**src/rtl/rsv_pkg.sv**
```systemverilog
// rsv_pkg: shared port-select encoding for the reservation/decode path.
// Revision 1.0
`default_nettype none

package rsv_pkg;

  typedef logic [2:0] rsv_sel_t;

  localparam rsv_sel_t SEL_N     = 3'b000;
  localparam rsv_sel_t SEL_E     = 3'b001;
  localparam rsv_sel_t SEL_S     = 3'b010;
  localparam rsv_sel_t SEL_W     = 3'b011;
  localparam rsv_sel_t SEL_LOCAL = 3'b100;
  localparam rsv_sel_t SEL_MIS   = 3'b101;

endpackage

`default_nettype wire

```
**src/rtl/rsv_route_calc.sv**
```systemverilog
// rsv_route_calc: combinational destination -> output-port select (XY, or YX with RSV_YX_ROUTE_EN).
// Revision 1.0
`default_nettype none

module rsv_route_calc
  import rsv_pkg::*;
#(
  parameter int X_W     = 3,
  parameter int Y_W     = 3,
  parameter int MESH_X  = 8,
  parameter int MESH_Y  = 8,
  parameter int LOCAL_X = 0,
  parameter int LOCAL_Y = 0
) (
  input  logic [X_W-1:0] i_dst_x,
  input  logic [Y_W-1:0] i_dst_y,
  output rsv_sel_t       o_sel
);

  localparam logic [31:0] c_MESH_X  = 32'(MESH_X);
  localparam logic [31:0] c_MESH_Y  = 32'(MESH_Y);
  localparam logic [31:0] c_LOCAL_X = 32'(LOCAL_X);
  localparam logic [31:0] c_LOCAL_Y = 32'(LOCAL_Y);

  // Widen to 32 bits so mesh bounds beyond the field range compare unsigned.
  logic [31:0] w_x;
  logic [31:0] w_y;
  logic        w_invalid;

  assign w_x       = 32'(i_dst_x);
  assign w_y       = 32'(i_dst_y);
  assign w_invalid = (w_x >= c_MESH_X) || (w_y >= c_MESH_Y);

  always_comb begin
    o_sel = SEL_LOCAL;
    if (w_invalid)              o_sel = SEL_MIS;
`ifdef RSV_YX_ROUTE_EN
    else if (w_y > c_LOCAL_Y)   o_sel = SEL_S;
    else if (w_y < c_LOCAL_Y)   o_sel = SEL_N;
    else if (w_x > c_LOCAL_X)   o_sel = SEL_E;
    else if (w_x < c_LOCAL_X)   o_sel = SEL_W;
`else
    else if (w_x > c_LOCAL_X)   o_sel = SEL_E;
    else if (w_x < c_LOCAL_X)   o_sel = SEL_W;
    else if (w_y > c_LOCAL_Y)   o_sel = SEL_S;
    else if (w_y < c_LOCAL_Y)   o_sel = SEL_N;
`endif
    else                        o_sel = SEL_LOCAL;
  end

endmodule

`default_nettype wire

```
**src/rtl/rsv_route_stage.sv**
```systemverilog
// rsv_route_stage: flit input FIFO storing a per-flit route select computed at enqueue.
// Config macro: RSV_YX_ROUTE_EN (YX routing order). Revision 1.0
`default_nettype none

module rsv_route_stage
  import rsv_pkg::*;
#(
  parameter int WIDTH   = 64,
  parameter int X_W     = 3,
  parameter int Y_W     = 3,
  parameter int MESH_X  = 8,
  parameter int MESH_Y  = 8,
  parameter int LOCAL_X = 0,
  parameter int LOCAL_Y = 0,
  parameter int DEPTH   = 4
) (
  input  logic                     clk,
  input  logic                     reset_n,
  input  logic [WIDTH-1:0]         in_flit,
  input  logic                     in_valid,
  output logic                     in_ready,
  output logic [WIDTH-1:0]         out_flit,
  output rsv_sel_t                 out_sel,
  output logic                     out_valid,
  input  logic                     out_ready,
  output logic [$clog2(DEPTH):0]   occupancy
);

  localparam int PTR_W = $clog2(DEPTH);
  localparam logic [PTR_W:0] c_DEPTH = (PTR_W+1)'(DEPTH);

  logic [WIDTH-1:0] r_mem     [DEPTH];
  rsv_sel_t         r_sel_mem [DEPTH];
  logic [PTR_W-1:0] r_wptr;
  logic [PTR_W-1:0] r_rptr;
  logic [PTR_W:0]   r_occ;

  logic             w_push;
  logic             w_pop;
  logic             w_not_empty;
  rsv_sel_t         w_in_sel;

  rsv_route_calc #(
    .X_W     (X_W),
    .Y_W     (Y_W),
    .MESH_X  (MESH_X),
    .MESH_Y  (MESH_Y),
    .LOCAL_X (LOCAL_X),
    .LOCAL_Y (LOCAL_Y)
  ) u_route_calc (
    .i_dst_x (in_flit[X_W+Y_W-1:Y_W]),
    .i_dst_y (in_flit[Y_W-1:0]),
    .o_sel   (w_in_sel)
  );

  assign w_not_empty = (r_occ != '0);
  assign in_ready    = (r_occ != c_DEPTH);
  assign w_push      = in_valid && in_ready;
  assign w_pop       = w_not_empty && out_ready;

  // Storage is not reset; occupancy alone decides what is valid.
  always_ff @(posedge clk) begin
    if (w_push) begin
      r_mem[r_wptr]     <= in_flit;
      r_sel_mem[r_wptr] <= w_in_sel;
    end
  end

  always_ff @(posedge clk or negedge reset_n) begin
    if (!reset_n) begin
      r_wptr <= '0;
      r_rptr <= '0;
      r_occ  <= '0;
    end else begin
      if (w_push) r_wptr <= r_wptr + 1'b1;
      if (w_pop)  r_rptr <= r_rptr + 1'b1;
      if (w_push && !w_pop)      r_occ <= r_occ + 1'b1;
      else if (w_pop && !w_push) r_occ <= r_occ - 1'b1;
    end
  end

  assign out_valid = w_not_empty;
  assign out_flit  = w_not_empty ? r_mem[r_rptr]     : '0;
  assign out_sel   = w_not_empty ? r_sel_mem[r_rptr] : SEL_N;
  assign occupancy = r_occ;

endmodule

`default_nettype wire

```
**config.mk**
```make
export PLATFORM = sky130hd
export DESIGN_NAME = rsv_route_stage
export DESIGN_NICKNAME = d
export VERILOG_FILES = /design/src/rtl/rsv_pkg.sv /design/src/rtl/rsv_route_calc.sv /design/src/rtl/rsv_route_stage.sv
export SDC_FILE = /design/constraint.sdc
export NUM_CORES = 1
export LEC_CHECK = 0
export ABC_CLOCK_PERIOD_IN_PS = 6890
export CORE_ASPECT_RATIO = 1.2
export CORE_MARGIN = 1
export CORE_UTILIZATION = 39
export CTS_CLUSTER_DIAMETER = 30
export DETAILED_ROUTE_END_ITERATION = 6
export GPL_ROUTABILITY_DRIVEN = 0
export SLEW_MARGIN = 20
export SYNTH_ARGS = -nofsm -noshare
export SYNTH_HDL_FRONTEND = slang
export SYNTH_SLANG_ARGS = --single-unit
```
**constraint.sdc**
```tcl
create_clock -name clk -period 6.89 [get_ports clk]
set_input_delay 1.7225 -clock clk [delete_from_list [all_inputs] [get_ports clk]]
set_output_delay 1.7225 -clock clk [all_outputs]
set_load 0.01 [all_outputs]
```
# After elaboration in Yosys (flattened, before gate mapping)
# Memory sizes are Yosys's and may differ from the RTL's.
# Cells that the tools add are included.
[op_classes] n_addsub=4 magnitude_cmp=6 n_eq_ne=1 mux=11 reduce_logical=9
[ops] op="two-way mux 64 bit" count=1
[ops] op="two-way mux 3 bit" count=8
[ops] op=">= comparator 3 x 4 -> 1 bit (second input constant)" count=2
[ops] op="greater-than comparator 3 x 1 -> 1 bit (second input constant)" count=2
[ops] op="< comparator 3 x 1 -> 1 bit (second input constant)" count=2
[ops] op="adder 2 x 1 -> 2 bit (second input constant)" count=2
[ops] op="logical AND 1 bit" count=4
[ops] op="adder 3 x 1 -> 3 bit (second input constant)" count=1
[ops] op="!= test 3 bit (second input constant)" count=1
[ops] op="nonzero test 3 bit" count=1
[ops] op="subtractor 3 x 1 -> 3 bit (second input constant)" count=1
[ops] op="zero test 1 bit" count=2
[ops] op="two-way mux 1 bit" count=2
[ops] op="nonzero test 2 bit" count=1
[ops] op="logical OR 1 bit" count=1
[totals] regBits=7 ram_bits=268 in_bits=68 output_inout_bits=72 word_cells=36 mem_count=2
[mem_list] name="r_mem" words=4 width=64 rd=1 rd_ports_with_merged_regs=0 write_ports=1 line="rsv_route_stage.sv:32" source="logic [WIDTH-1:0] r_mem [DEPTH];"
[mem_list] name="r_sel_mem" words=4 width=3 rd=1 rd_ports_with_merged_regs=0 write_ports=1 line="rsv_route_stage.sv:33" source="rsv_sel_t r_sel_mem [DEPTH];"

# Longest topological paths before layout
[depth] ltp_word=6 ltp_mapped=10 ltp_nobuf=8

# Cells and area by module
# Synthesis repeated with hierarchy kept, for this count alone.
[unflattened] hier_cells=465 area_unflattened_um2=10546.4
[by_module_without_submodules] module="rsv_route_stage" instances=1 cells_each=461 area_each_um2=10520.1 seq_area_each_um2=8222.9
[by_module_without_submodules] module="rsv_route_calc" instances=1 cells_each=4 area_each_um2=26.3 seq_area_each_um2=0.0

# Worst setup path before layout
# OpenSTA, ideal clock, no wires.
[synth_timing] kind="input to register" start="input port in_valid" end="memory r_mem[0][0], enable pin" setup_time_ns=0.432 arrival_time_ns=3.717 required_time_ns=6.458 setup_slack_ns=2.741 path_stages=2 n_path_buf=0 path_cell_list="a21boi_1 and2_1"
[synth_via] elab_chain_cells=3
[synth_lines] element="start, declared" line="rsv_route_stage.sv:20" source="input logic in_valid,"
[synth_lines] element="logical AND 1 bit" line="rsv_route_stage.sv:58" source="assign w_push = in_valid && in_ready;"
[synth_lines] element="two-way mux 1 bit" line="rsv_route_stage.sv:63" source="if (w_push) begin"
[synth_lines] element="two-way mux 1 bit (not written as such)" line="rsv_route_stage.sv:64" source="r_mem[r_wptr] <= in_flit;"
[synth_lines] element="end, declared" line="rsv_route_stage.sv:32"
# Every way passes these cells.

# Worst setup path in the final report
[layout_timing] start="register r_rptr[0]" end="output port out_flit[23]"
[layout_via] elab_chain_cells=2
[layout_lines] element="start, declared" line="rsv_route_stage.sv:35" source="logic [PTR_W-1:0] r_rptr;"
[layout_lines] element="start signal, assigned" line="rsv_route_stage.sv:76" source="if (w_pop) r_rptr <= r_rptr + 1'b1;"
[layout_lines] element="memory (4 x 64 bit)"
[layout_lines] element="two-way mux 64 bit" line="rsv_route_stage.sv:83" source="assign out_flit = w_not_empty ? r_mem[r_rptr] : '0;"
[layout_lines] element="end, declared" line="rsv_route_stage.sv:22" source="output logic [WIDTH-1:0] out_flit,"
# Every way passes these cells.

==> metrics.md <==
| Metric | Value |
|---|---|
| Status | finished with violations |
| Violated checks | design-rule violations |
| RSZ-0062 raised after global routing | no |
| Worst setup SP type | register |
| Synth Area in Adders | 0.007834 |
| Largest area contributor in the netlist | edfxtp_1 |
| DR vias | about 5,000 |
| Min-Delay Path Class | register to register |
| Layout cell share with drive strength beyond 1 | 0.2291 |
| FP Rows | 65 |
| Sequential share of the synthesized area | 0.7801 |
| Yosys warns | 0 |
| Final Cycle Share | 0.6866 |
| Synth Area in XOR/XNOR | 0.004985 |
| Routed Antenna Nets | 0 |
| Clock transition at path regs | roughly 0.05 ns |
| Setup WS post-layout | 2.160 ns |
| Power share of the clock group | 0.328 |
| Mapped Cells | 465 |
| Inst Count DP | around 920 |
| Clk buf depth | 3 |
| Slowest-stage cell, CP | buf_4 |
| Power density cells | 483.9 mW/mm² |
| Vias per Instance | 5.053 |
| Die Y-Extent | 182.1 µm |
| Crit path DAT | 3.01 ns |
| Clock root buffer | clkbuf_16 |
| Async S/R FF share, synth | 0.02545 |
| CP max FO | 31 |
| Sw Ratio | 0.2754 |
| Mux cell area share after synthesis | 0.1453 |
| Initial Util | 0.3988 |
| CTS Sinks | ~280 |
| Most frequent cell after synthesis | edfxtp_1 |
| Met1 Use GR | 0.1746 |
| Final Hold Viols | 0 |
| CTS tree | built |
| Most used DFF post-synth | edfxtp_1 |
| Sw power | around 1.8 mW |
| H-tree depth | 2 |
| Skew final | 0.01064 ns |
| Busiest grt layer | met2 |
| Cts repair resizes | 0 |
| Setup Crit Path Kind | register to output port |
| Rel. slew slack | 0.2708 |
| Sum Neg Setup Slack | 0 ns |
| Pre-CTS WS | 2.614 ns |
| Post-synth top cells | edfxtp_1, and2_1, mux4_2, clkbuf_1, buf_2 |
| Flop and latch count out of synthesis | around 280 |
| DP HPWL | between 10 and 15 mm |
| Leakage dissipation | 4.547 nW |
| F_max | 0.2114 GHz |
| Die Wd | between 150 and 200 µm |
| Post-synthesis compound-gate area fraction | 0.0007122 |
| Pin count of the biggest net entering global routing | 69 |
| Critical path required time | about 5.2 ns |
| Tot GR Track Use | 0.1530 |
| Synthesized Nets | between 500 and 600 |
| Cell variety after synth | 21 |
| Syn-to-layout area delta | 30.79% |
| Slew Viols, Final | 0 |
| Simple-Gate Fraction of Synth Area | 0.04665 |
| Mapped Area | around 0.011 mm² |
| Slew @ Worst Pin | between 1 and 1.5 ns |
| Final Util | 0.5216 |
| Core Box Area | between 0.02 and 0.03 mm² |
| Cts hold-fix bufs | 0 |
| CTS Buf Count | between 40 and 50 |
| Finished Layout Cells | roughly 1,000 |
| Period minus WS final | 4.730 ns |
| Clock Latency Late Sink | approximately 0.51 ns |
| Largest stage delay, worst path | slightly above 0.6 ns |
| Main combinational cell family by area after synthesis | multiplexers |
| Met2 Use GR | 0.2822 |
| Gr ovfl total | 0 |
| # DRC | 14 |
| Ports | between 100 and 150 |
| Drt first pass iters | 6 |
| Postcts setup bufs | 0 |
| Gate power share | 0.311 |
| Seq pwr share | 0.361 |
| Port Buffers | about 140 |
| Full die area | 0.02769 mm² |
| First-pass GRT wire length | around 32 mm |
| Number of flops mapped to enable cells by yosys | ~270 |
| Number of global-route vias before repair | between 5,000 and 6,000 |
| Layout fillers | about 2,000 |
| Cell Chain, Critical Path | buf_4, mux4_2, and2_1, clkdlybuf4s50_1 |
| CP Capture Type | output port |
| Antenna violations before repair | 1 |
| DRT Wirelength | between 20 and 25 mm |
| Final nets | roughly 700 |
| Top-area cell type share of the netlist area | 0.7634 |
| Drt wl/cell | between 20 and 25 µm |
| Total of max-cap violations | 0 |
| Drt initial violations | between 300 and 400 |
| Maximum VDD drop | 0.0003705 V |
| Syn_area_per_cell | ~23 µm² |
| Largest cells by area after synthesis | edfxtp_1, mux4_2, and2_1 |
| Final setup fails | 0 |
| GR Util met3 | 0.03230 |
| Cell Int Power | approximately 4.8 mW |
| Worst hold slack | ~0.57 ns |
## state kept, by name, indices dropped and copies added, names as in the netlist
signal     count
r_mem        256
r_sel_mem     12
occupancy      3
r_rptr         2
r_wptr         2
## per-layer routing
layer | up-vias | wire (µm)
met3 | 42 | 890
met2 | 119 | 10990
met4 | 0 | 535
li1 | 2232 | -
met1 | 2635 | 8131
met5 | - | 0
## worst max-delay path, delay by kind of cell, from the launching register on
family        cells  cell delay (ns)
simple gates      1             0.18
mux               1             0.60
buf+inv           2             1.10
flops             1             0.59
## through the flow
stage | total power [mW] | cell area (µm²)
global route | 6.983 | 13790
detailed placement | 4.567 | 12250
floorplan | 3.568 | 10540
CTS | 6.770 | 13740
finish | 6.671 | 13790
global placement | 4.528 | 12250
## layout by cell type, fill, tap and decap left out, types with 2 or more instances in the layout
master,Yosys,final
buf_4,0,3
clkbuf_16,0,43
xor2_1,2,2
dfrtp_1,7,5
inv_8,0,4
and2_1,71,67
clkinv_4,0,2
dfrtp_4,0,2
inv_1,3,3
mux2_2,2,2
clkinv_8,0,2
inv_6,0,7
nand2_1,2,2
and2_4,0,4
nor2_1,3,3
ha_1,5,5
clkinv_2,0,4
mux4_2,67,67
clkbuf_1,12,3
xnor2_1,4,4
bufinv_16,0,7
edfxtp_1,268,268
clkdlybuf4s50_1,0,139
## logic make-up (layout without fill, tap and decap cells)
kind of cell | after synthesis | in the layout
mux | 69 | 69
fa+ha+maj | 6 | 6
other cells | 0 | 1
xor+xnor | 6 | 6
compound gates | 1 | 1
simple gates | 81 | 81
flops | 275 | 275
buf+inv | 27 | 221
## cell type report
class	instances	area, µm²	share of cell area
sequential	275	8230	0.5970
multi-input combinational	163	2177	0.1579
timing repair buffer	144	1461	0.1060
clock buffer	46	1087	0.07886
tap	335	419.2	0.03040
clock inverter	28	397.9	0.02886
inverter	3	11.26	0.0008168
antenna	1	2.502	0.0001815
## worst paths after layout
path	start	to	slack [ns]	cells after the start
max	r_rptr[0]$_DFFE_PN0P_	out_flit[23]	2.16	4
min	r_wptr[1]$_DFFE_PN0P_	r_wptr[1]$_DFFE_PN0P_	0.57	1
max reg2reg	occupancy[2]$_DFFE_PN0P_	occupancy[2]$_DFFE_PN0P_	4.03	9
min reg2reg	r_wptr[1]$_DFFE_PN0P_	r_wptr[1]$_DFFE_PN0P_	0.57	1
max in group asynchronous	reset_n	r_rptr[1]$_DFFE_PN0P_	5.15	1
min in group asynchronous	reset_n	occupancy[2]$_DFFE_PN0P_	1.47	1
## power by group through the flow
stage          Sequential [mW]  Combinational (mW)  Clock, mW
6_report                  2.41                2.07       2.18
3_5_place_dp              2.46                2.11          0
3_3_place_gp              2.43                2.09          0
5_1_grt                   2.45                2.23       2.30
4_1_cts                   2.43                2.12       2.23
2_1_floorplan             2.32                1.25          0
Note: power is estimated with default switching activity, not from simulation.
